File: config.mk
export PLATFORM = sky130hd
export DESIGN_NAME = decode_stage_flat
export DESIGN_NICKNAME = d
export VERILOG_FILES = /design/src/rtl/decode_stage_if.sv /design/src/rtl/decode_stage.sv /design/src/flat_wrapper.sv
export SDC_FILE = /design/constraint.sdc
export NUM_CORES = 1
export LEC_CHECK = 0
export ABC_AREA = 1
export CAP_MARGIN = 10
export CELL_PAD_IN_SITES_DETAIL_PLACEMENT = 0
export CELL_PAD_IN_SITES_GLOBAL_PLACEMENT = 1
export CORE_ASPECT_RATIO = 0.7
export CORE_MARGIN = 10
export CORE_UTILIZATION = 32
export CTS_BUF_LIST = sky130_fd_sc_hd__clkbuf_4
export DETAILED_ROUTE_END_ITERATION = 16
export MAX_ROUTING_LAYER = met4
export PLACE_DENSITY = 0.92
export SLEW_MARGIN = 20
export SYNTH_ARGS = -nofsm -noshare
export SYNTH_HDL_FRONTEND = slang
export SYNTH_SLANG_ARGS = --single-unit
File: constraint.sdc
create_clock -name clk -period 2.3 [get_ports clk]
set_input_delay 0.46 -clock clk [delete_from_list [all_inputs] [get_ports clk]]
set_output_delay 0.46 -clock clk [all_outputs]
set_load 0.01 [all_outputs]
File: src/rtl/decode_stage_if.sv
// decode_stage_if: IF/ID request, regfile read port, load-hazard and EX bundle.
// master drives the stage's inputs, slave is the decode stage itself.
interface decode_stage_if #(
    parameter int XLEN          = 32,
    parameter int PC_WIDTH      = 32,
    parameter int REG_IDX_WIDTH = 5
);
    logic                     if_valid_i;
    logic                     if_ready_o;
    logic [31:0]              if_instr_i;
    logic [PC_WIDTH-1:0]      if_pc_i;
    logic                     flush_i;
    logic [REG_IDX_WIDTH-1:0] dec_rs1_idx_o;
    logic [REG_IDX_WIDTH-1:0] dec_rs2_idx_o;
    logic                     dec_rs1_en_o;
    logic                     dec_rs2_en_o;
    logic [XLEN-1:0]          dec_rs1_i;
    logic [XLEN-1:0]          dec_rs2_i;
    logic                     ex_load_valid_i;
    logic [REG_IDX_WIDTH-1:0] ex_load_rd_idx_i;
    logic                     ex_valid_o;
    logic                     ex_ready_i;
    logic [PC_WIDTH-1:0]      ex_pc_o;
    logic [REG_IDX_WIDTH-1:0] ex_rd_idx_o;
    logic                     ex_rd_en_o;
    logic [XLEN-1:0]          ex_alu_op1_o;
    logic [XLEN-1:0]          ex_alu_op2_o;
    logic [3:0]               ex_alu_fun_o;
    logic [XLEN-1:0]          ex_imm_o;
    logic                     ex_branch_o;
    logic                     ex_jump_o;
    logic [2:0]               ex_fun3_o;
    logic                     ex_mem_rena_o;
    logic                     ex_mem_wena_o;
    logic [XLEN-1:0]          ex_store_data_o;
    logic                     ex_illegal_o;

    modport master (
        output if_valid_i, if_instr_i, if_pc_i, flush_i,
        output dec_rs1_i, dec_rs2_i,
        output ex_load_valid_i, ex_load_rd_idx_i, ex_ready_i,
        input  if_ready_o, dec_rs1_idx_o, dec_rs2_idx_o,
        input  dec_rs1_en_o, dec_rs2_en_o,
        input  ex_valid_o, ex_pc_o, ex_rd_idx_o, ex_rd_en_o,
        input  ex_alu_op1_o, ex_alu_op2_o, ex_alu_fun_o, ex_imm_o,
        input  ex_branch_o, ex_jump_o, ex_fun3_o,
        input  ex_mem_rena_o, ex_mem_wena_o, ex_store_data_o,
        input  ex_illegal_o
    );

    modport slave (
        input  if_valid_i, if_instr_i, if_pc_i, flush_i,
        input  dec_rs1_i, dec_rs2_i,
        input  ex_load_valid_i, ex_load_rd_idx_i, ex_ready_i,
        output if_ready_o, dec_rs1_idx_o, dec_rs2_idx_o,
        output dec_rs1_en_o, dec_rs2_en_o,
        output ex_valid_o, ex_pc_o, ex_rd_idx_o, ex_rd_en_o,
        output ex_alu_op1_o, ex_alu_op2_o, ex_alu_fun_o, ex_imm_o,
        output ex_branch_o, ex_jump_o, ex_fun3_o,
        output ex_mem_rena_o, ex_mem_wena_o, ex_store_data_o,
        output ex_illegal_o
    );
endinterface

File: src/rtl/decode_stage.sv
// decode_stage: registered RV32I decode with load-use bubble, flush and EX register.
// Define DECODE_ILLEGAL_TRAP_EN to flag illegal encodings instead of NOPing them.
module decode_stage #(
    parameter int XLEN          = 32,
    parameter int PC_WIDTH      = 32,
    parameter int REG_IDX_WIDTH = 5
) (
    input logic           clk,
    input logic           rst,
    decode_stage_if.slave bus
);
    localparam logic [3:0] ALU_ADD  = 4'd0;
    localparam logic [3:0] ALU_SUB  = 4'd1;
    localparam logic [3:0] ALU_SLL  = 4'd2;
    localparam logic [3:0] ALU_SLT  = 4'd3;
    localparam logic [3:0] ALU_SLTU = 4'd4;
    localparam logic [3:0] ALU_XOR  = 4'd5;
    localparam logic [3:0] ALU_SRL  = 4'd6;
    localparam logic [3:0] ALU_SRA  = 4'd7;
    localparam logic [3:0] ALU_OR   = 4'd8;
    localparam logic [3:0] ALU_AND  = 4'd9;

    function automatic logic [3:0] alu_fun(input logic [2:0] f3, input logic alt);
        alu_fun = ALU_ADD;
        case (f3)
            3'b000: alu_fun = alt ? ALU_SUB : ALU_ADD;
            3'b001: alu_fun = ALU_SLL;
            3'b010: alu_fun = ALU_SLT;
            3'b011: alu_fun = ALU_SLTU;
            3'b100: alu_fun = ALU_XOR;
            3'b101: alu_fun = alt ? ALU_SRA : ALU_SRL;
            3'b110: alu_fun = ALU_OR;
            3'b111: alu_fun = ALU_AND;
            default: alu_fun = ALU_ADD;
        endcase
    endfunction

    logic [31:0]              w_ins;
    logic [6:0]               w_opc;
    logic [2:0]               w_f3;
    logic [6:0]               w_f7;
    logic [REG_IDX_WIDTH-1:0] w_rd, w_rs1, w_rs2;
    logic [XLEN-1:0]          w_imm_i, w_imm_s, w_imm_b, w_imm_u, w_imm_j;
    logic [XLEN-1:0]          w_pc, w_shamt;
    logic w_is_opi, w_is_op, w_is_br, w_is_jal, w_is_jalr;
    logic w_is_lui, w_is_auipc, w_is_ld, w_is_st;

    assign w_ins   = bus.if_instr_i;
    assign w_opc   = w_ins[6:0];
    assign w_f3    = w_ins[14:12];
    assign w_f7    = w_ins[31:25];
    assign w_rd    = REG_IDX_WIDTH'(w_ins[11:7]);
    assign w_rs1   = REG_IDX_WIDTH'(w_ins[19:15]);
    assign w_rs2   = REG_IDX_WIDTH'(w_ins[24:20]);
    assign w_imm_i = XLEN'($signed(w_ins[31:20]));
    assign w_imm_s = XLEN'($signed({w_ins[31:25], w_ins[11:7]}));
    assign w_imm_b = XLEN'($signed({w_ins[31], w_ins[7], w_ins[30:25],
                                    w_ins[11:8], 1'b0}));
    assign w_imm_u = XLEN'($signed({w_ins[31:12], 12'b0}));
    assign w_imm_j = XLEN'($signed({w_ins[31], w_ins[19:12], w_ins[20],
                                    w_ins[30:21], 1'b0}));
    assign w_pc    = XLEN'(bus.if_pc_i);
    assign w_shamt = XLEN'(w_ins[24:20]);

    assign w_is_opi   = (w_opc == 7'h13);
    assign w_is_op    = (w_opc == 7'h33);
    assign w_is_br    = (w_opc == 7'h63);
    assign w_is_jal   = (w_opc == 7'h6F);
    assign w_is_jalr  = (w_opc == 7'h67);
    assign w_is_lui   = (w_opc == 7'h37);
    assign w_is_auipc = (w_opc == 7'h17);
    assign w_is_ld    = (w_opc == 7'h03);
    assign w_is_st    = (w_opc == 7'h23);

    logic            w_rs1_en, w_rs2_en, w_rd_wr, w_rd_en;
    logic [3:0]      w_fun;
    logic [XLEN-1:0] w_op1, w_op2, w_imm, w_sdata;
    logic            w_branch, w_jump, w_rena, w_wena, w_bad, w_illegal;

    always_comb begin
        w_rs1_en = 1'b0;
        w_rs2_en = 1'b0;
        w_rd_wr  = 1'b0;
        w_fun    = ALU_ADD;
        w_op1    = '0;
        w_op2    = '0;
        w_imm    = '0;
        w_sdata  = '0;
        w_branch = 1'b0;
        w_jump   = 1'b0;
        w_rena   = 1'b0;
        w_wena   = 1'b0;
        w_bad    = 1'b0;
        unique case (1'b1)
            w_is_opi: begin
                w_rs1_en = 1'b1;
                w_rd_wr  = 1'b1;
                w_op1    = bus.dec_rs1_i;
                w_imm    = w_imm_i;
                w_fun    = alu_fun(w_f3, w_f3[2] & w_ins[30]);
                w_op2    = (w_f3[1:0] == 2'b01) ? w_shamt : w_imm_i;
            end
            w_is_op: begin
                w_rs1_en = 1'b1;
                w_rs2_en = 1'b1;
                w_rd_wr  = 1'b1;
                w_op1    = bus.dec_rs1_i;
                w_op2    = bus.dec_rs2_i;
                w_fun    = alu_fun(w_f3, w_f7[5]);
                w_bad    = (w_f7 != 7'h00) && (w_f7 != 7'h20);
            end
            w_is_br: begin
                w_rs1_en = 1'b1;
                w_rs2_en = 1'b1;
                w_op1    = bus.dec_rs1_i;
                w_op2    = bus.dec_rs2_i;
                w_imm    = w_imm_b;
                w_branch = 1'b1;
                unique case (w_f3[2:1])
                    2'b00: w_fun = ALU_XOR;
                    2'b01: w_bad = 1'b1;
                    2'b10: w_fun = ALU_SLT;
                    2'b11: w_fun = ALU_SLTU;
                    default: w_bad = 1'b1;
                endcase
            end
            w_is_jal, w_is_jalr: begin
                w_rs1_en = w_is_jalr;
                w_rd_wr  = 1'b1;
                w_jump   = 1'b1;
                w_op1    = w_pc;
                w_op2    = XLEN'(3'd4);
                w_imm    = w_is_jal ? w_imm_j : w_imm_i;
            end
            w_is_lui, w_is_auipc: begin
                w_rd_wr = 1'b1;
                w_op1   = w_is_auipc ? w_pc : '0;
                w_op2   = w_imm_u;
                w_imm   = w_imm_u;
            end
            w_is_ld: begin
                w_rs1_en = 1'b1;
                w_rd_wr  = 1'b1;
                w_rena   = 1'b1;
                w_op1    = bus.dec_rs1_i;
                w_op2    = w_imm_i;
                w_imm    = w_imm_i;
                w_bad    = (w_f3 == 3'b011) || (w_f3[2:1] == 2'b11);
            end
            w_is_st: begin
                w_rs1_en = 1'b1;
                w_rs2_en = 1'b1;
                w_wena   = 1'b1;
                w_op1    = bus.dec_rs1_i;
                w_op2    = w_imm_s;
                w_imm    = w_imm_s;
                w_sdata  = bus.dec_rs2_i;
                w_bad    = w_f3[2] | (w_f3[1] & w_f3[0]);
            end
            default: w_bad = 1'b1;
        endcase
        if (w_bad) begin
`ifdef DECODE_ILLEGAL_TRAP_EN
            w_rd_wr = 1'b0;
            w_rena  = 1'b0;
            w_wena  = 1'b0;
`else
            w_rs1_en = 1'b0;
            w_rs2_en = 1'b0;
            w_rd_wr  = 1'b0;
            w_fun    = ALU_ADD;
            w_op1    = '0;
            w_op2    = '0;
            w_imm    = '0;
            w_sdata  = '0;
            w_branch = 1'b0;
            w_jump   = 1'b0;
            w_rena   = 1'b0;
            w_wena   = 1'b0;
`endif
        end
    end

`ifdef DECODE_ILLEGAL_TRAP_EN
    assign w_illegal = w_bad;
`else
    assign w_illegal = 1'b0;
`endif

    assign w_rd_en = w_rd_wr & (w_rd != '0);

    logic w_stall, w_ready, w_xfer;
    logic r_valid;

    // A load in EX whose rd feeds this instruction cannot be forwarded yet.
    assign w_stall = bus.ex_load_valid_i && (bus.ex_load_rd_idx_i != '0) &&
                     ((w_rs1_en && (w_rs1 == bus.ex_load_rd_idx_i)) ||
                      (w_rs2_en && (w_rs2 == bus.ex_load_rd_idx_i)));
    assign w_ready = ~w_stall & (~r_valid | bus.ex_ready_i);
    assign w_xfer  = bus.if_valid_i & w_ready;

    assign bus.if_ready_o    = w_ready;
    assign bus.dec_rs1_idx_o = w_rs1;
    assign bus.dec_rs2_idx_o = w_rs2;
    assign bus.dec_rs1_en_o  = w_rs1_en;
    assign bus.dec_rs2_en_o  = w_rs2_en;

    logic [PC_WIDTH-1:0]      r_pc;
    logic [REG_IDX_WIDTH-1:0] r_rd_idx;
    logic                     r_rd_en, r_branch, r_jump, r_rena, r_wena, r_illegal;
    logic [XLEN-1:0]          r_op1, r_op2, r_imm, r_sdata;
    logic [3:0]               r_fun;
    logic [2:0]               r_fun3;

    always_ff @(posedge clk) begin
        if (rst) begin
            r_valid   <= 1'b0;
            r_pc      <= '0;
            r_rd_idx  <= '0;
            r_rd_en   <= 1'b0;
            r_op1     <= '0;
            r_op2     <= '0;
            r_fun     <= '0;
            r_imm     <= '0;
            r_branch  <= 1'b0;
            r_jump    <= 1'b0;
            r_fun3    <= '0;
            r_rena    <= 1'b0;
            r_wena    <= 1'b0;
            r_sdata   <= '0;
            r_illegal <= 1'b0;
        end else if (bus.flush_i) begin
            r_valid <= 1'b0;
        end else if (w_xfer) begin
            r_valid   <= 1'b1;
            r_pc      <= bus.if_pc_i;
            r_rd_idx  <= w_rd;
            r_rd_en   <= w_rd_en;
            r_op1     <= w_op1;
            r_op2     <= w_op2;
            r_fun     <= w_fun;
            r_imm     <= w_imm;
            r_branch  <= w_branch;
            r_jump    <= w_jump;
            r_fun3    <= w_f3;
            r_rena    <= w_rena;
            r_wena    <= w_wena;
            r_sdata   <= w_sdata;
            r_illegal <= w_illegal;
        end else if (!r_valid || bus.ex_ready_i) begin
            r_valid <= 1'b0;
        end
    end

    assign bus.ex_valid_o      = r_valid;
    assign bus.ex_pc_o         = r_pc;
    assign bus.ex_rd_idx_o     = r_rd_idx;
    assign bus.ex_rd_en_o      = r_rd_en;
    assign bus.ex_alu_op1_o    = r_op1;
    assign bus.ex_alu_op2_o    = r_op2;
    assign bus.ex_alu_fun_o    = r_fun;
    assign bus.ex_imm_o        = r_imm;
    assign bus.ex_branch_o     = r_branch;
    assign bus.ex_jump_o       = r_jump;
    assign bus.ex_fun3_o       = r_fun3;
    assign bus.ex_mem_rena_o   = r_rena;
    assign bus.ex_mem_wena_o   = r_wena;
    assign bus.ex_store_data_o = r_sdata;
    assign bus.ex_illegal_o    = r_illegal;
endmodule

File: src/flat_wrapper.sv
// flat-port wrapper written by rule: the top's interface ports become plain ports
module decode_stage_flat 
#(
    parameter int XLEN          = 32,
    parameter int PC_WIDTH      = 32,
    parameter int REG_IDX_WIDTH = 5
)
  (clk, rst, bus_if_valid_i, bus_if_instr_i, bus_if_pc_i, bus_flush_i, bus_dec_rs1_i, bus_dec_rs2_i, bus_ex_load_valid_i, bus_ex_load_rd_idx_i, bus_ex_ready_i, bus_if_ready_o, bus_dec_rs1_idx_o, bus_dec_rs2_idx_o, bus_dec_rs1_en_o, bus_dec_rs2_en_o, bus_ex_valid_o, bus_ex_pc_o, bus_ex_rd_idx_o, bus_ex_rd_en_o, bus_ex_alu_op1_o, bus_ex_alu_op2_o, bus_ex_alu_fun_o, bus_ex_imm_o, bus_ex_branch_o, bus_ex_jump_o, bus_ex_fun3_o, bus_ex_mem_rena_o, bus_ex_mem_wena_o, bus_ex_store_data_o, bus_ex_illegal_o);
  decode_stage_if #(.XLEN(XLEN), .PC_WIDTH(PC_WIDTH), .REG_IDX_WIDTH(REG_IDX_WIDTH)) bus_i ();
  input logic clk;
  input logic rst;
  input wire logic [$bits(bus_i.if_valid_i)-1:0] bus_if_valid_i;
  input wire logic [$bits(bus_i.if_instr_i)-1:0] bus_if_instr_i;
  input wire logic [$bits(bus_i.if_pc_i)-1:0] bus_if_pc_i;
  input wire logic [$bits(bus_i.flush_i)-1:0] bus_flush_i;
  input wire logic [$bits(bus_i.dec_rs1_i)-1:0] bus_dec_rs1_i;
  input wire logic [$bits(bus_i.dec_rs2_i)-1:0] bus_dec_rs2_i;
  input wire logic [$bits(bus_i.ex_load_valid_i)-1:0] bus_ex_load_valid_i;
  input wire logic [$bits(bus_i.ex_load_rd_idx_i)-1:0] bus_ex_load_rd_idx_i;
  input wire logic [$bits(bus_i.ex_ready_i)-1:0] bus_ex_ready_i;
  output wire logic [$bits(bus_i.if_ready_o)-1:0] bus_if_ready_o;
  output wire logic [$bits(bus_i.dec_rs1_idx_o)-1:0] bus_dec_rs1_idx_o;
  output wire logic [$bits(bus_i.dec_rs2_idx_o)-1:0] bus_dec_rs2_idx_o;
  output wire logic [$bits(bus_i.dec_rs1_en_o)-1:0] bus_dec_rs1_en_o;
  output wire logic [$bits(bus_i.dec_rs2_en_o)-1:0] bus_dec_rs2_en_o;
  output wire logic [$bits(bus_i.ex_valid_o)-1:0] bus_ex_valid_o;
  output wire logic [$bits(bus_i.ex_pc_o)-1:0] bus_ex_pc_o;
  output wire logic [$bits(bus_i.ex_rd_idx_o)-1:0] bus_ex_rd_idx_o;
  output wire logic [$bits(bus_i.ex_rd_en_o)-1:0] bus_ex_rd_en_o;
  output wire logic [$bits(bus_i.ex_alu_op1_o)-1:0] bus_ex_alu_op1_o;
  output wire logic [$bits(bus_i.ex_alu_op2_o)-1:0] bus_ex_alu_op2_o;
  output wire logic [$bits(bus_i.ex_alu_fun_o)-1:0] bus_ex_alu_fun_o;
  output wire logic [$bits(bus_i.ex_imm_o)-1:0] bus_ex_imm_o;
  output wire logic [$bits(bus_i.ex_branch_o)-1:0] bus_ex_branch_o;
  output wire logic [$bits(bus_i.ex_jump_o)-1:0] bus_ex_jump_o;
  output wire logic [$bits(bus_i.ex_fun3_o)-1:0] bus_ex_fun3_o;
  output wire logic [$bits(bus_i.ex_mem_rena_o)-1:0] bus_ex_mem_rena_o;
  output wire logic [$bits(bus_i.ex_mem_wena_o)-1:0] bus_ex_mem_wena_o;
  output wire logic [$bits(bus_i.ex_store_data_o)-1:0] bus_ex_store_data_o;
  output wire logic [$bits(bus_i.ex_illegal_o)-1:0] bus_ex_illegal_o;
  assign bus_i.if_valid_i = bus_if_valid_i;
  assign bus_i.if_instr_i = bus_if_instr_i;
  assign bus_i.if_pc_i = bus_if_pc_i;
  assign bus_i.flush_i = bus_flush_i;
  assign bus_i.dec_rs1_i = bus_dec_rs1_i;
  assign bus_i.dec_rs2_i = bus_dec_rs2_i;
  assign bus_i.ex_load_valid_i = bus_ex_load_valid_i;
  assign bus_i.ex_load_rd_idx_i = bus_ex_load_rd_idx_i;
  assign bus_i.ex_ready_i = bus_ex_ready_i;
  assign bus_if_ready_o = bus_i.if_ready_o;
  assign bus_dec_rs1_idx_o = bus_i.dec_rs1_idx_o;
  assign bus_dec_rs2_idx_o = bus_i.dec_rs2_idx_o;
  assign bus_dec_rs1_en_o = bus_i.dec_rs1_en_o;
  assign bus_dec_rs2_en_o = bus_i.dec_rs2_en_o;
  assign bus_ex_valid_o = bus_i.ex_valid_o;
  assign bus_ex_pc_o = bus_i.ex_pc_o;
  assign bus_ex_rd_idx_o = bus_i.ex_rd_idx_o;
  assign bus_ex_rd_en_o = bus_i.ex_rd_en_o;
  assign bus_ex_alu_op1_o = bus_i.ex_alu_op1_o;
  assign bus_ex_alu_op2_o = bus_i.ex_alu_op2_o;
  assign bus_ex_alu_fun_o = bus_i.ex_alu_fun_o;
  assign bus_ex_imm_o = bus_i.ex_imm_o;
  assign bus_ex_branch_o = bus_i.ex_branch_o;
  assign bus_ex_jump_o = bus_i.ex_jump_o;
  assign bus_ex_fun3_o = bus_i.ex_fun3_o;
  assign bus_ex_mem_rena_o = bus_i.ex_mem_rena_o;
  assign bus_ex_mem_wena_o = bus_i.ex_mem_wena_o;
  assign bus_ex_store_data_o = bus_i.ex_store_data_o;
  assign bus_ex_illegal_o = bus_i.ex_illegal_o;
  decode_stage #(.XLEN(XLEN), .PC_WIDTH(PC_WIDTH), .REG_IDX_WIDTH(REG_IDX_WIDTH)) u_core (.clk(clk), .rst(rst), .bus(bus_i));
endmodule
==> flow_summary_export.csv, run 1 <==
group,metric,value,unit
power,p_sw_share,30.7,%
place,place_congestion,0.965,
global_route,grt_overflow,0,
floorplanning,start_util,32.5,%
timing,clock_skew,0.0294,ns
worst_setup_path,crit_family,"simple AND/OR/NAND/NOR gates",
synthesis,synth.cell_area,9420,µm²
synthesis,yosys.area.top_type,"dfxtp_1",
synthesis,ys_seq_elements,178,
global_route,grt_max_degree,106,
power,combPwrFrac,19.2,%
synthesis,syn_avg_cell_area,6.75,µm²
cts,clk_latency,0.64,ns
worst_setup_path,cp_max_fo,4,
worst_setup_path,crit_top_cell,"nand2_2",
timing,relSlewSlack,64.6,%
global_route,first_global_vias,10705,
worst_setup_path,cp_slowest_stage_delay,0.25,ns
global_route,busiest_layer,"met2",
detailed_routing,viasPerCell,5.21,
cts,postCtsHoldBufs,0,
synthesis,synth_top_area_share,37.8,%
detailed_routing,vias,11072,
timing,hold_viol,0,
global_route,met1_usage,30.2,%
cts,cts_made_buffers,17,
global_route,grt_pass1_wl,65000,µm
floorplanning,die_area,36800,µm²
global_route,antenna_found_initial,1,
synthesis,synth_warnings,0,
outcome,status,"finished, final reports clean",
power,power_density,432,nW/µm²
synthesis,yosysSeqAreaShare,37.8,%
place,place_ws,-0.859,ns
layout,drive_gt1_share,12.3,%
cts,clk_pin_slew_worst_paths,0.16,ns
worst_setup_path,end_kind,"output pin",
place,placed_area,13600,µm²
worst_setup_path,worst-setup-path-type,"primary input to output pin",
timing,finalSetupViolations,0,
global_route,use_met2,34.5,%
cts,cts_buffer_depth,2,
power,seqPwrFrac,52.0,%
detailed_routing,drc,0,
place,portBuffers,329,
worst_setup_path,start_kind,"primary input",
power,p_switching,1.86,mW
power,vdd_ir_drop_max,0.000389,V
layout,fillers,2967,
cts,cts_tree,"done",
synthesis,synth.area.top_cells,"dfxtp_1, nand2_1, nand4_1",
worst_setup_path,cp_data_arrival_time,1.79,ns
detailed_routing,finalWirelength,43700,µm
power,p_int,4.21,mW
worst_setup_path,timing.reg2reg.setup_slack,0.51,ns
cts,root_buffer,"clkbuf_4",
synthesis,netlist_instances,1395,
timing,rsz0062_at_grt,"no",
cts,htreeDepth,4,
floorplanning,fp.dieW,225,µm
worst_setup_path,worst-path-buf-inv,2,
global_route,grt_use_met3,7.33,%
timing,finalMaxSlewViolations,0,
layout,nNetsFinal,1876,
worst_hold_path,hold_class,"primary input to register",
timing,period_share,97.7,%
power,p_leak,5.04,nW
power,clock_power_share,28.8,%
global_route,grt_use_total,23.4,%
timing,timing.fmax,445,MHz
floorplanning,die_y,164,µm
layout,postLayoutCellArea,14100,µm²
worst_setup_path,crit_chain,"clkdlybuf4s15_1, o21a_1, nand3_2, nand2_2, nor2_4, nand4_1, nand2_2, a21oi_4, buf_6",
timing,fin_ws,0.0525,ns
floorplanning,num_io_pins,331,
synthesis,syn_nets,1539,
flow_run,maxCapViolations,0,
layout,areaGrowthSynthToFinish,49.3,%
floorplanning,core-area,29000,µm²
cts,numClockSinks,178,
synthesis,ys_types,36,
detailed_routing,drt_iter0_markers,1083,
worst_setup_path,cpMaxStageDelayCell,"clkdlybuf4s15_1",
timing,period_needed,2.25,ns
detailed_routing,avgRoutedWirePerCell,20.5,µm
detailed_routing,detail-route-antenna-nets,0,
timing,worst_pin_slew,0.531,ns
detailed_routing,firstDrtPassIters,5,
floorplanning,rows,52,
worst_setup_path,cp.required,1.84,ns
place,dp_hpwl,32300,µm
## timing repair
| action | CTS | global route |
|---|---|---|
| hold endpoints to repair | 0 | 0 |
| cloned | 0 | 0 |
| gates resized for setup | 83 | 29 |
| pin swaps | 18 | 21 |
| setup endpoints to repair | 65 | 16 |
| setup buffers | 5 | 3 |
## cells in the mapped netlist (all sizes together)
| cell type | count |
|---|---|
| nor4 | 1 |
| xnor2 | 8 |
| clkbuf | 78 |
| o22ai | 40 |
| conb | 1 |
| nand2 | 290 |
| a22oi | 5 |
| nor3 | 9 |
| o21ai | 25 |
| o41ai | 1 |
| clkinv | 1 |
| nor2 | 122 |
| nand3 | 8 |
| or2 | 1 |
| inv | 161 |
| o211ai | 1 |
| a21oi | 196 |
| a31oi | 25 |
| ha | 5 |
| a41oi | 8 |
| buf | 60 |
| nand4 | 169 |
| a311oi | 1 |
| o21a | 1 |
| dfxtp | 178 |
## routing by layer
metal  share of wire (%)  wire, µm  up-vias
met5                   0         0        -
met4                 1.9       820        0
met3                 8.5      3720       51
met2                  45     19500      418
met1                  45     19600     5235
li1                    -         -     5368
## logic make-up after synthesis
| logic type | share of synthesized area [%] |
|---|---|
| compound gates | 17.7 |
| xor+xnor | 0.744 |
| fa+ha+maj | 0.664 |
| buf+inv | 13.9 |
| flops | 37.8 |
| other cells | 0.0398 |
| simple gates | 29.1 |
## cell type report
cell class | instances | area (µm²) | share of cell area [%]
Tap cell | 378 | 473 | 3.36
Sequential cell | 178 | 3560 | 25.3
Inverter | 162 | 613 | 4.36
Clock inverter | 13 | 114 | 0.809
Multi-Input combinational cell | 917 | 4710 | 33.5
Clock buffer | 19 | 143 | 1.01
Antenna cell | 3 | 7.51 | 0.0534
Timing Repair Buffer | 456 | 4440 | 31.6
## power groups by stage
stage / combinational (mW) / sequential [mW] / clock (mW)
2_1_floorplan: 0.449 / 3.25 / 0
3_3_place_gp: 1.14 / 3.22 / 0
3_5_place_dp: 1.14 / 3.23 / 0
4_1_cts: 1.15 / 3.16 / 1.82
5_1_grt: 1.25 / 3.17 / 1.90
6_report: 1.16 / 3.16 / 1.75
## stage by stage
step	util (%)	setup TNS (ns)	total power, mW	hold WS (ns)	instances
6_report	48.6	0	6.07	0.191	2126
5_1_grt	48.6	0	6.32	0.145	2124
4_1_cts	48.4	0	6.13	0.122	2120
3_5_place_dp	47.0	-123.43	4.36	0.455	2083
3_3_place_gp	47.0	-114.29	4.36	0.450	2083
2_1_floorplan	-	0	3.69	0.487	1395
## placed cells by master, fill, tap and decap left out, drive strengths merged, types with 3 or more instances in the layout
cell	count
o22ai	40
clkdlybuf4s50	293
clkdlybuf4s15	3
clkinvlp	5
nand2	290
nor2	122
nand4	169
buf	134
ha	5
nand3	8
dlymetal6s2s	5
o21ai	25
clkinv	7
xnor2	8
dfxtp	178
clkbuf	23
dlygate4sd2	17
a41oi	8
a22oi	5
diode	3
nor3	9
a31oi	25
inv	162
a21oi	196
## path summary, 6_finish.rpt
path / depth (start not counted) / to / from
setup / recovery: 9 / bus_if_ready_o / bus_if_instr_i[12]
setup reg to reg: 9 / u_core.bus.ex_alu_op2_o[20] / u_core.bus.ex_valid_o
hold reg to reg: 2 / u_core.bus.ex_alu_op2_o[21] / u_core.bus.ex_alu_op2_o[21]
hold / removal: 3 / u_core.bus.ex_pc_o[17] / bus_if_valid_i
## registers in the layout, summed over array words and instances (netlist names), 3 cells and up
| name | cells |
|---|---|
| u_core.bus.ex_alu_op1_o | 32 |
| u_core.bus.ex_alu_op2_o | 32 |
| u_core.bus.ex_imm_o | 32 |
| u_core.bus.ex_pc_o | 32 |
| u_core.bus.ex_store_data_o | 32 |
| u_core.bus.ex_rd_idx_o | 5 |
| u_core.bus.ex_alu_fun_o | 4 |
| u_core.bus.ex_fun3_o | 3 |
## worst min-delay path, delay by kind of cell
| kind | cells | cell delay, ns |
|---|---|---|
| AO/OA/AOI/OAI | 1 | 0.06 |
| buffers and inverters | 1 | 0.16 |
| AND/OR/NAND/NOR | 1 | 0.11 |
No activity file was read; power rests on OpenSTA's default activity.
==> run 2, diff against run 1 <==
--- a/config.mk
+++ b/config.mk
@@ -14,6 +14,7 @@
 export CORE_UTILIZATION = 32
 export CTS_BUF_LIST = sky130_fd_sc_hd__clkbuf_4
 export DETAILED_ROUTE_END_ITERATION = 16
+export HOLD_SLACK_MARGIN = 0.15
 export MAX_ROUTING_LAYER = met4
 export PLACE_DENSITY = 0.92
 export SLEW_MARGIN = 20
==> run 2 against run 1 <==
Effect of this change:
- routed wire length is 0.17% lower
- sequential share of layout area hardly changed
- via count up 0.38%
- hold slack better by 0.017 ns
- register-to-register slack barely moved
- worst setup slack lost 0.015 ns
- final cell count about the same
- fmax down 0.66%
- critical path type unchanged
- critical endpoint unchanged
==> flow_summary_export.csv, run 2 (same netlist as run 1, synthesis figures left out) <==
group,metric,value,unit
detailed_routing,avgRoutedWirePerCell,20.5,µm
power,p_leak,5.04,nW
worst_setup_path,end_kind,"output pin",
worst_setup_path,reg2reg_depth,9,
floorplanning,num_io_pins,331,
detailed_routing,routed.top_layer,"met4",
floorplanning,rows,52,
timing,worst_pin_slew,0.521,ns
layout,layoutNonFillerInstCount,2127,
flow_run,maxCapViolations,0,
cts,cts_buffer_depth,2,
place,place_congestion,0.965,
detailed_routing,wl_met3,3770,µm
place,dp_hpwl,32300,µm
timing,period_share,98.4,%
timing,finalSetupViolations,0,
cts,clk_latency,0.63,ns
worst_setup_path,start_kind,"primary input",
worst_setup_path,crit_family,"simple AND/OR/NAND/NOR gates",
detailed_routing,firstDrtPassIters,7,
cts,root_buffer,"clkbuf_4",
worst_setup_path,cp.required,1.84,ns
timing,period_needed,2.26,ns
floorplanning,core-area,29000,µm²
layout,final_common_cell,"clkdlybuf4s50_1",
worst_setup_path,worstSetupPathDepth,9,
power,finalPower,6.07,mW
global_route,grt_pass1_wl,65100,µm
worst_setup_path,worst-setup-path-type,"primary input to output pin",
floorplanning,die_y,164,µm
timing,finalMaxSlewViolations,0,
cts,htreeDepth,4,
worst_setup_path,cp_max_fo,4,
timing,timing.fmax,442,MHz
floorplanning,fp.dieW,225,µm
floorplanning,start_util,32.5,%
outcome,status,"finished, final reports clean",
detailed_routing,detail-route-antenna-nets,0,
floorplanning,die_area,36800,µm²
global_route,grt_overflow,0,
detailed_routing,m1WireLength,19500,µm
place,dp_cells,2083,
worst_setup_path,worst-path-buf-inv,2,
global_route,first_global_vias,10708,
global_route,grt_use_total,23.4,%
power,vdd_ir_drop_max,0.000394,V
detailed_routing,dr_wl_met2,19500,µm
worst_hold_path,hold_class,"primary input to register",
cts,cts_tree,"done",
place,portBuffers,329,
timing,rsz0062_at_grt,"no",
detailed_routing,drt_iter0_markers,1131,
cts,numClockSinks,178,
layout,drive_gt1_share,12.3,%
detailed_routing,drc,0,
worst_setup_path,crit_top_cell,"nand2_2",
timing,hold_viol,0,
layout,nNetsFinal,1877,
cts,cts_made_buffers,17,
worst_setup_path,cp_data_arrival_time,1.80,ns
timing,clock_skew,0.0297,ns
layout,final_cell_mix,"clkdlybuf4s50_1, nand2_1, a21oi_1",
power,power_density,431,nW/µm²
worst_setup_path,cpMaxStageDelayCell,"clkdlybuf4s15_1",
timing,relSlewSlack,64.9,%
global_route,antenna_found_initial,1,
timing,hold_slack,0.209,ns
detailed_routing,viasPerCell,5.23,
cts,clk_pin_slew_worst_paths,0.16,ns
detailed_routing,vias,11114,
worst_hold_path,hold_path_depth,2,
global_route,grt_max_degree,106,
layout,areaGrowthSynthToFinish,49.4,%
worst_setup_path,cp_slowest_stage_delay,0.26,ns
detailed_routing,finalWirelength,43600,µm
worst_setup_path,crit_chain,"clkdlybuf4s15_1, o21a_1, nand3_2, nand2_2, nor2_4, nand4_1, nand2_2, a21oi_4, buf_6",
==> run 2: cell types whose count changed in the layout (fill, tap and decap cells not counted), sizes merged <==
cell,before,now
dlygate4sd3,0,1
==> run 2: layer usage <==
metal  vias up  GRT usage (%)
li1       5368              -
met5         -              -
met3        58           7.33
met2       450           34.5
met1      5238           30.2
met4         0           6.47
==> run 2: per-stage QoR <==
stage	setup slack (ns)	setup TNS, ns	cell area [µm²]	utilization, %
2_1_floorplan	0.111	0	9420	-
3_3_place_gp	-0.812	-114.29	13600	47.0
3_5_place_dp	-0.859	-123.43	13600	47.0
4_1_cts	0.00447	0	14000	48.4
5_1_grt	0.00825	0	14100	48.6
6_report	0.0376	0	14100	48.6
==> run 2: path summary, 6_finish.rpt <==
path	start	slack (ns)	to
worst max-delay path	bus_if_instr_i[12]	0.04	bus_if_ready_o
worst min-delay path	rst	0.21	u_core.bus.ex_imm_o[31]
worst max register to register	u_core.bus.ex_valid_o	0.51	u_core.bus.ex_imm_o[2]
worst min register to register	u_core.bus.ex_alu_op2_o[21]	0.47	u_core.bus.ex_alu_op2_o[21]
==> run 2: layout make-up <==
class                           count  area, µm²
Clock inverter                     13        114
Sequential cell                   178       3560
Tap cell                          378        473
Antenna cell                        3       7.51
Timing Repair Buffer              457       4450
Multi-Input combinational cell    917       4710
Clock buffer                       19        143
Inverter                          162        613
Fill cell                        2966      14900
==> run 2: power by group <==
part	leakage [nW]	switching (mW)	internal (mW)
Clock	0.124	1.19	0.555
Combinational	3.48	0.642	0.524
Sequential	1.44	0.0259	3.13
Total	5.04	1.85	4.21
==> run 2: timing repair <==
item,in CTS,in global routing
buffers inserted,5,3
pin swaps,18,21
hold buffers,1,0
gates resized for setup,83,29
setup endpoints to repair,65,16
endpoints found under the hold margin,12,0
==> run 3, diff against run 2 <==
--- a/config.mk
+++ b/config.mk
@@ -17,6 +17,7 @@
 export HOLD_SLACK_MARGIN = 0.15
 export MAX_ROUTING_LAYER = met4
 export PLACE_DENSITY = 0.92
+export RECOVER_POWER = 100
 export SLEW_MARGIN = 20
 export SYNTH_ARGS = -nofsm -noshare
 export SYNTH_HDL_FRONTEND = slang
==> run 3 against run 2 <==
Effect of this change:
- core utilization decreased by 0.17 points
- clock power about the same
- non-clock buffer count unchanged
- hold slack improved by 0.0043 ns
- final cell count about the same
- fmax increased by 0.36%
- total power decreased by 0.48%
- sequential cell count unchanged
- register-to-register slack got worse by 0.10 ns
==> flow_summary_export.csv, run 3 (same netlist as run 1, synthesis figures left out) <==
group,metric,value,unit
global_route,grt_pass1_wl,65100,µm
detailed_routing,finalWirelength,43600,µm
power,power_density,430,nW/µm²
cts,numClockSinks,178,
place,portBuffers,329,
worst_hold_path,hold_class,"primary input to register",
worst_setup_path,end_kind,"output pin",
floorplanning,core-area,29000,µm²
timing,hold_slack,0.213,ns
worst_setup_path,timing.reg2reg.setup_slack,0.41,ns
worst_setup_path,cp.required,1.84,ns
power,p_leak,5.63,nW
cts,htreeDepth,4,
timing,worst_pin_slew,0.556,ns
layout,drive_gt1_share,12.2,%
floorplanning,die_y,164,µm
flow_run,maxCapViolations,0,
global_route,grt_overflow,0,
floorplanning,start_util,32.5,%
floorplanning,die_area,36800,µm²
cts,clk_latency,0.64,ns
detailed_routing,vias,11027,
timing,timing.fmax,444,MHz
floorplanning,num_io_pins,331,
timing,finalSetupViolations,0,
detailed_routing,detail-route-antenna-nets,0,
layout,regArea,3560,µm²
timing,clock_skew,0.0320,ns
timing,finalMaxSlewViolations,0,
place,placed_area,13600,µm²
place,dp_hpwl,32300,µm
timing,relSlewSlack,62.9,%
detailed_routing,drc,0,
layout,nNetsFinal,1877,
outcome,status,"finished, final reports clean",
timing,rsz0062_at_grt,"no",
detailed_routing,drt_iter0_markers,1154,
global_route,grt_use_total,23.4,%
layout,final_common_cell,"nand2_1",
cts,cts_buffer_depth,2,
layout,final_cell_mix,"nand2_1, a21oi_1, dlygate4sd3_1",
layout,final_core_util,48.4,%
timing,hold_viol,0,
cts,cts_tree,"done",
place,place_congestion,0.965,
detailed_routing,avgRoutedWirePerCell,20.5,µm
cts,clk_pin_slew_worst_paths,0.15,ns
layout,fillers,2970,
global_route,antenna_found_initial,1,
layout,areaGrowthSynthToFinish,48.9,%
cts,root_buffer,"clkbuf_4",
detailed_routing,viasPerCell,5.19,
global_route,first_global_vias,10708,
worst_setup_path,start_kind,"primary input",
detailed_routing,firstDrtPassIters,6,
timing,period_needed,2.25,ns
timing,period_share,98.0,%
layout,postLayoutCellArea,14000,µm²
worst_setup_path,cp_max_fo,4,
floorplanning,fp.dieW,225,µm
cts,cts_made_buffers,17,
worst_setup_path,cp_data_arrival_time,1.79,ns
power,vdd_ir_drop_max,0.000396,V
floorplanning,rows,52,
global_route,grt_max_degree,106,
layout,multi_input_area,4710,µm²
worst_setup_path,worst-setup-path-type,"primary input to output pin",
## run 3: cell count changes in the layout (fill, tap and decap cells not counted), sizes merged
| cell | before | now |
|---|---|---|
| buf | 134 | 129 |
| clkbuf | 23 | 28 |
| clkdlybuf4s50 | 293 | 105 |
| diode | 3 | 2 |
| dlygate4sd3 | 1 | 189 |
## run 3: layer usage
layer	vias up	routed length, µm	track usage (%)	share of wire (%)
li1	5369	-	-	-
met2	387	19500	34.5	45
met1	5221	19500	30.2	45
met3	50	3740	7.33	8.6
met5	-	0	-	0
met4	0	804	6.47	1.8
## run 3: worst paths after layout
| check | startpoint | end | depth (start not counted) |
|---|---|---|---|
| setup / recovery | bus_if_instr_i[12] | bus_if_ready_o | 9 |
| hold / removal | rst | u_core.bus.ex_imm_o[18] | 2 |
| setup reg to reg | u_core.bus.ex_valid_o | u_core.bus.ex_pc_o[22] | 9 |
| hold reg to reg | u_core.bus.ex_pc_o[25] | u_core.bus.ex_pc_o[25] | 2 |
## run 3: critical path, stage by stage
cell             delay (ns)
clkdlybuf4s15_1        0.26
o21a_1                 0.26
nand3_2                0.08
nand2_2                0.07
nor2_4                 0.17
nand4_1                0.14
nand2_2                0.14
a21oi_4                0.08
buf_6                  0.13
## run 3: where the power goes
part	switching [mW]	leakage, nW	internal (mW)
combinational	0.640	4.07	0.494
clock	1.19	0.124	0.555
sequential	0.0236	1.44	3.13
total	1.85	5.63	4.18
## run 3: area by class of cell
class | instances | area share, %
clock inverters | 13 | 0.812
well taps | 378 | 3.37
diodes | 2 | 0.0357
flip-flops and latches | 178 | 25.4
repair buffers | 457 | 31.4
multi-input cells | 917 | 33.6
clock buffers | 19 | 1.02
inverters | 162 | 4.37
## run 3: per-stage QoR
| stage | power (mW) | worst slack, ns | cells | TNS [ns] |
|---|---|---|---|---|
| detailed placement | 4.36 | -0.859 | 2083 | -123.43 |
| floorplan | 3.69 | 0.111 | 1395 | 0 |
| finish | 6.04 | 0.0457 | 2126 | 0 |
| global placement | 4.36 | -0.812 | 2083 | -114.29 |
| CTS | 6.13 | 0.00447 | 2121 | 0 |
| global route | 6.28 | 0.00745 | 2125 | 0 |
## run 3: what timing repair did
action / CTS / global route
gates resized for setup: 83 / 29
pin swaps: 18 / 21
hold buffers: 1 / 0
setup endpoints to repair: 65 / 16
cloned: 0 / 0
buffers inserted: 5 / 3
endpoints found under the hold margin: 12 / 0
